`config.mk`:
```
export PLATFORM = sky130hd
export DESIGN_NAME = svm_cfg_ctrl
export DESIGN_NICKNAME = d
export VERILOG_FILES = /design/src/rtl/svm_cfg_pkg.sv /design/src/rtl/svm_cfg_ctrl_coef_row_assembler.sv /design/src/rtl/svm_cfg_ctrl.sv
export SDC_FILE = /design/constraint.sdc
export NUM_CORES = 2
export LEC_CHECK = 0
export ABC_CLOCK_PERIOD_IN_PS = 7000
export CAP_MARGIN = 20
export CORE_AREA = 2 2 668 670
export CTS_CLUSTER_DIAMETER = 30
export DETAILED_ROUTE_END_ITERATION = 8
export DIE_AREA = 0 0 670 672
export PLACE_DENSITY_LB_ADDON = 0.15
export SYNTH_ARGS = -nofsm -noshare
export SYNTH_HDL_FRONTEND = slang
export SYNTH_SLANG_ARGS = --single-unit
```
`constraint.sdc`:
```
create_clock -name clk -period 7 [get_ports clk]
set_input_delay 1.4 -clock clk [delete_from_list [all_inputs] [get_ports clk]]
set_output_delay 1.4 -clock clk [all_outputs]
set_load 0.01 [all_outputs]
```
`src/rtl/svm_cfg_pkg.sv`:
```
// Shared types and sizing for the SVM configuration sequencer.
package svm_cfg_pkg;

    localparam int COEF_W = 16;               // coefficient / bias width
    localparam int N_COEF = 105;              // coefficients per RAM row
    localparam int N_WORD = 36;               // RAM rows per model
    localparam int ADDR_W = 6;                // RAM address width
    localparam int RAM_DW = COEF_W * N_COEF;  // RAM row width
    localparam int BEAT_W = 7;                // holds 0..N_COEF-1

    typedef enum logic [2:0] {
        ST_IDLE  = 3'd0,
        ST_LOAD  = 3'd1,
        ST_WRITE = 3'd2,
        ST_BIAS  = 3'd3,
        ST_RUN   = 3'd4,
        ST_DRAIN = 3'd5
    } state_e;

endpackage

```
`src/rtl/svm_cfg_ctrl_coef_row_assembler.sv`:
```
// Packs one host coefficient per beat into a full RAM row, lowest slice first.
module coef_row_assembler
    import svm_cfg_pkg::*;
(
    input  logic              clk,
    input  logic              rst,
    input  logic              clr_i,
    input  logic              beat_i,
    input  logic [COEF_W-1:0] data_i,
    output logic              row_full_o,
    output logic [RAM_DW-1:0] row_o
);

    logic [BEAT_W-1:0] beat_cnt_q, beat_cnt_d;
    logic [RAM_DW-1:0] row_q, row_d;

    // Flags the beat that completes the row so the FSM can write it next cycle.
    assign row_full_o = beat_i && (beat_cnt_q == BEAT_W'(N_COEF - 1));
    assign row_o      = row_q;

    // Next-state: drop the beat into its slice and advance, wrapping after the last slice.
    always_comb begin
        row_d      = row_q;
        beat_cnt_d = beat_cnt_q;
        if (clr_i) begin
            beat_cnt_d = '0;
        end else if (beat_i) begin
            row_d[int'(beat_cnt_q) * COEF_W +: COEF_W] = data_i;
            beat_cnt_d = row_full_o ? '0 : beat_cnt_q + 1'b1;
        end
    end

    // Row and beat counter registers.
    always_ff @(posedge clk or negedge rst) begin
        if (!rst) begin
            beat_cnt_q <= '0;
            row_q      <= '0;
        end else begin
            beat_cnt_q <= beat_cnt_d;
            row_q      <= row_d;
        end
    end

endmodule

```
`src/rtl/svm_cfg_ctrl.sv`:
```
// Load/run sequencer: streams the SVM model into RAM, loads the bias, then
// gates pixel fetch; a reload first drains the pipeline for DRAIN_CYC cycles.
module svm_cfg_ctrl
    import svm_cfg_pkg::*;
#(
    parameter int DRAIN_CYC = 64
) (
    input  logic              clk,
    input  logic              rst,
    input  logic              cfg_start,
    input  logic              cfg_abort,
    input  logic              host_valid,
    input  logic [COEF_W-1:0] host_data,
    output logic              host_ready,
    output logic [ADDR_W-1:0] addr_a,
    output logic              write_en,
    output logic [RAM_DW-1:0] ram_wdata,
    output logic [COEF_W-1:0] bias,
    output logic              b_load,
    input  logic              fifo_ready_in,
    output logic              hog_ready,
    output logic              run_en,
    output logic              busy,
    output logic              done
);

    localparam int DRN_W = $clog2(DRAIN_CYC);

    state_e            state_q, state_d;
    logic [ADDR_W-1:0] word_idx_q, word_idx_d;
    logic [DRN_W-1:0]  drain_cnt_q, drain_cnt_d;
    logic [COEF_W-1:0] bias_q, bias_d;
    logic              run_en_q, run_en_d;
    logic              b_load_q, b_load_d;
    logic              done_q, done_d;
    logic              accept, row_beat, row_full, clr_row;
    logic [RAM_DW-1:0] row;

    assign busy       = (state_q == ST_LOAD) || (state_q == ST_WRITE) ||
                        (state_q == ST_BIAS) || (state_q == ST_DRAIN);
    assign host_ready = (state_q == ST_LOAD) || (state_q == ST_BIAS);
    // An aborting cycle never consumes a beat, so abort always wins.
    assign accept     = host_valid && host_ready && !cfg_abort;
    assign row_beat   = accept && (state_q == ST_LOAD);

    assign addr_a    = word_idx_q;
    assign write_en  = (state_q == ST_WRITE);
    assign ram_wdata = row;
    assign bias      = bias_q;
    assign b_load    = b_load_q;
    assign done      = done_q;
    assign run_en    = run_en_q;
    assign hog_ready = fifo_ready_in && run_en_q;

    coef_row_assembler u_row (
        .clk        (clk),
        .rst        (rst),
        .clr_i      (clr_row),
        .beat_i     (row_beat),
        .data_i     (host_data),
        .row_full_o (row_full),
        .row_o      (row)
    );

    // Next-state logic for the sequencer; abort from any loading/draining state has priority.
    always_comb begin
        state_d     = state_q;
        word_idx_d  = word_idx_q;
        drain_cnt_d = drain_cnt_q;
        bias_d      = bias_q;
        run_en_d    = run_en_q;
        b_load_d    = 1'b0;
        done_d      = 1'b0;
        clr_row     = 1'b0;
        if (cfg_abort && busy) begin
            state_d     = ST_IDLE;
            word_idx_d  = '0;
            drain_cnt_d = '0;
            run_en_d    = 1'b0;
            clr_row     = 1'b1;
        end else begin
            unique case (state_q)
                ST_IDLE: begin
                    if (cfg_start) begin
                        state_d    = ST_LOAD;
                        word_idx_d = '0;
                        clr_row    = 1'b1;
                    end
                end
                ST_LOAD: begin
                    if (row_full) state_d = ST_WRITE;
                end
                ST_WRITE: begin
                    if (word_idx_q == ADDR_W'(N_WORD - 1)) begin
                        state_d = ST_BIAS;
                    end else begin
                        word_idx_d = word_idx_q + 1'b1;
                        state_d    = ST_LOAD;
                    end
                end
                ST_BIAS: begin
                    if (accept) begin
                        bias_d   = host_data;
                        state_d  = ST_RUN;
                        run_en_d = 1'b1;
                        b_load_d = 1'b1;
                        done_d   = 1'b1;
                    end
                end
                ST_RUN: begin
                    if (cfg_start) begin
                        state_d     = ST_DRAIN;
                        drain_cnt_d = '0;
                        run_en_d    = 1'b0;
                    end
                end
                ST_DRAIN: begin
                    if (drain_cnt_q == DRN_W'(DRAIN_CYC - 1)) begin
                        state_d     = ST_LOAD;
                        word_idx_d  = '0;
                        drain_cnt_d = '0;
                        clr_row     = 1'b1;
                    end else begin
                        drain_cnt_d = drain_cnt_q + 1'b1;
                    end
                end
                default: state_d = ST_IDLE;
            endcase
        end
    end

    // Sequencer state and registered outputs.
    always_ff @(posedge clk or negedge rst) begin
        if (!rst) begin
            state_q     <= ST_IDLE;
            word_idx_q  <= '0;
            drain_cnt_q <= '0;
            bias_q      <= '0;
            run_en_q    <= 1'b0;
            b_load_q    <= 1'b0;
            done_q      <= 1'b0;
        end else begin
            state_q     <= state_d;
            word_idx_q  <= word_idx_d;
            drain_cnt_q <= drain_cnt_d;
            bias_q      <= bias_d;
            run_en_q    <= run_en_d;
            b_load_q    <= b_load_d;
            done_q      <= done_d;
        end
    end

endmodule

```
==> impl_results.md <==
* Critical Path Sink Type: register
* Routed length on met1 at ~180,000 um
* Overall track demand over capacity in global routing at around a fifth
* Relative slew margins at roughly a quarter
* Share of final-layout standard cells stronger than drive strength 1 at 30.0%
* Hold bufs inserted after CTS at 0
* Routed WL per cell at 33.0 um
* Total number of vias at approximately 55,000
* HPWL after detailed placement at ~320,000 um
* Clock slew seen by the registers of the worst setup and hold paths at around 0.040 ns
* Cell leakage power at about 50 nW
* Dominant synthesized flop cell: sky130_fd_sc_hd__dfrtp_1
* Number of top-level design ports at between 1,500 and 2,000
* Proportion of register bits with asynchronous set or reset after synthesis at 100%
* CP startpoint kind: register
* Clk Tree Root Cell: sky130_fd_sc_hd__clkbuf_16
* Clock tree from TritonCTS: built
* Count of standard-cell rows at roughly 250
* Initial standard-cell utilization of the core at approximately 15%
* Sequential fraction of the synthesis area at 63.6%
* Source-to-sink clock delay at the later pin of the worst-skew pair at 1.01 ns
* Die Area at ~450,000 um^2
* Area of all placed cells without fillers at 113,000 um^2
* Wire length on met2 at ~220,000 um
* Data arrival, critical path at 6.00 ns
* Maximum count of clock buffers along a single path at 4
* Number of post-CTS setup repair buffers at 0
* Number of global-route vias before repair at 58,000
* Number of standard cells in the layout, taps in and fillers out at roughly 14,000
* Buffering stage count on the worst path with inverters included at 2
* Height of the chip at between 600 and 700 um
* Cells along the critical path: inv_1 -> ha_1 -> nand2b_1 -> a211oi_1 -> o211ai_1 -> buf_12 -> or2_1 -> o31ai_1
* Number of sinks driven by the clock tree at about 1,700
* Slew at the pin closest to its max-slew limit at roughly 1.1 ns
* Final routed wirelength across all metal layers at between 400,000 and 500,000 um
* Setup repair after global routing missed its margin: false
* Final setup violation count at 0
* Final max-slew violation count at 0
* Area overhead of the layout relative to synthesis at 66.4%
* Leftover overflow at the end of global routing at 0
* Worst setup skew after layout at 0.0500 ns
* Largest stage delay, worst path at 0.99 ns
* Top routing layer in use: met5
* Total Negative Setup Slacks at 0 ns
* Met3 layer wire length in the routed design at around 37,000 um
* Die outline width at around 670 um
* Number of iterations in the first detailed-routing pass at 8
* Placed instance area at 93,000 um^2
* Run status: complete, no violations
* Count of synthesis-stage warnings from yosys at 0
* CP Class: register to register
* Count of distinct cell types in the synthesized netlist at 82
* Register Area at 43,000 um^2
* Number of H-tree levels at 6
* Routability congestion estimate from global placement at slightly below 0.8
* Placed cell count at around 13,000
* Final period utilization at between 70% and 80%
* Number of filler cells placed in the layout at approximately 47,000
* Maximum number of pins on one net before global-route repair at ~140
* Nets@finish at approximately 7,300
* Critical-path maximum fanout at 119
* Port Buffers at roughly 1,700
* CP required at approximately 7.8 ns
* Post-Synthesis Cell Area at ~68,000 um^2
* Smallest hold slack at slightly above 0.4 ns
* Slowest cell on the critical path: sky130_fd_sc_hd__a211oi_1
* Final standard cell utilization of the core at 25.4%
* Iteration-0 DRC Markers at 3,507
* Cell count after synthesis at 5,193
* Multi-input logic area at roughly 23,000 um^2
* Initial antenna violation count at 103
* Resized cells post-CTS at 0
* Wire length of the first global-routing pass at between 500,000 and 600,000 um
* Net count of the mapped netlist at 5,220
* Critical path origin: u_row.beat_cnt_q[1]
* Post-detailed-route DRC marker count at 0
* Post-Synthesis Mean Instance Area at 13.0 um^2
* Final number of hold-violating endpoints at 0
* Hold Path Class: input port to asynchronous set/reset pin
* Number of enable flip-flop cells after synthesis at 0
* Dominant delay contributor by cell family on the critical path: compound AO/OA/AOI/OAI gates
* Power density relative to cell area at approximately 330 nW/um^2
* Post-detailed-route count of antenna-violating nets at 0
* IR Drop Worst-Case VDD at between 0.2 and 0.25 mV
* Via density per instance at around 4.0
* Reg-to-reg startpoint: u_row.beat_cnt_q[1]
* Count of max-cap constraint violations at 0
* Peak clock frequency supported by timing at 194 MHz
* Number of storage elements in the synthesis netlist at 1,720
* Number of clock buffers inserted by TritonCTS at 569
* Area of the core at between 400,000 and 500,000 um^2
* Fin crit period at ~5.2 ns
[flip-flops by register name, indices dropped and copies added (netlist names)]
register / flops
bias: 16
state_q: 3
u_row.beat_cnt_q: 7
done: 1
addr_a: 6
drain_cnt_q: 6
u_row.row_o: 1680
run_en: 1
[metal layers]
layer  vias up  GRT usage [%]
met5         -              0
met4        10           6.26
met3       564           6.30
met2      2372           33.6
met1     29300           22.6
li1      22800              -
[per-stage QoR]
step	worst slack [ns]	total power, W
after global routing	1.54	0.0387
after global placement	1.20	0.0122
final	1.84	0.0374
after detailed placement	1.26	0.0123
after CTS	1.85	0.0380
after floorplan	3.56	0.0107
[cell families (layout without fill, tap and decap cells)]
family | count (synthesis) | after routing | share of synthesized area [%]
AND/OR/NAND/NOR | 585 | 585 | 5.07
other | 0 | 35 | 0
adder cells (fa/ha/maj) | 5 | 5 | 0.0924
multiplexers | 1040 | 1040 | 17.3
XOR/XNOR | 3 | 3 | 0.0388
flip-flops | 1720 | 1720 | 63.6
buffers and inverters | 488 | 2998 | 3.23
AO/OA/AOI/OAI | 1352 | 1352 | 10.7
[cell type report]
| class | instances | area share [%] |
|---|---|---|
| inverter | 26 | 0.0866 |
| antenna | 35 | 0.0777 |
| clock inverter | 193 | 2.68 |
| multi-input combinational | 2985 | 20.4 |
| timing repair buffer | 1957 | 17.4 |
| tap | 5928 | 6.58 |
| sequential | 1720 | 38.2 |
| clock buffer | 822 | 14.6 |
[worst reg2reg max path, cell delays in order (launching register included)]
cell                       delay (ns)
sky130_fd_sc_hd__dfrtp_1         0.70
sky130_fd_sc_hd__inv_1           0.10
sky130_fd_sc_hd__ha_1            0.55
sky130_fd_sc_hd__nand2b_1        0.74
sky130_fd_sc_hd__a211oi_1        0.99
sky130_fd_sc_hd__o211ai_1        0.28
sky130_fd_sc_hd__buf_12          0.24
sky130_fd_sc_hd__or2_1           1.08
sky130_fd_sc_hd__o31ai_1         0.37
[Yosys cell counts, drive strengths merged (3+ instances only)]
master	count	area [um^2]
or2	35	219
nand3b	7	52.6
and2	34	213
a22o	4	35.0
dfrtp	1720	43000
or3b	5	46.3
a21oi	18	93.8
o2111ai	5	43.8
mux2	1036	11700
a211oi	6	50.1
clkbuf	343	1290
buf	119	803
nor2	103	397
nor2b	5	31.3
o21ai	1173	5870
nand4	4	25.0
mux2i	4	40.0
inv	26	97.6
nand2b	13	81.3
and3	11	68.8
o211ai	5	37.5
a21o	3	22.5
nand3	18	118
nand2	253	955
nor3	75	1050
or3	11	73.8
o31ai	112	860
ha	5	62.6
a31oi	4	31.3
[where the power goes]
| part | leakage, nW | switching, W | internal (W) |
|---|---|---|---|
| registers | 24.0 | 0.0000374 | 0.0100 |
| logic | 16.0 | 0.00162 | 0.000307 |
| clock network | 9.52 | 0.00780 | 0.0176 |
[path summary, 6_finish.rpt]
kind / to / slack, ns / cells past startpoint
max: u_row.row_o[638] / 1.84 / 8
max reg2reg: u_row.row_o[638] / 1.84 / 8
max in group asynchronous: u_row.row_o[1393] / 4.72 / 3
min in group clk: u_row.row_o[1595] / 0.48 / 2
min: u_row.row_o[943] / 0.41 / 1
min reg2reg: u_row.row_o[1595] / 0.48 / 2
[cell usage in the layout, fill, tap and decap left out, drive strengths merged, types with 6 or more instances in the layout]
cell	netlist	routed
clkinv	0	141
nand2	253	253
nand2b	13	13
clkbuf	343	823
a21oi	18	18
nor3	75	75
inv	26	34
mux2	1036	1036
clkdlybuf4s50	0	1712
or2	35	35
o21ai	1173	1173
clkinvlp	0	8
a211oi	6	6
nor2	103	103
nand3b	7	7
bufinv	0	36
buf	119	244
diode	0	35
or3	11	11
and2	34	34
o31ai	112	112
nand3	18	18
and3	11	11
dfrtp	1720	1720
(Power assumes the default switching activity.)
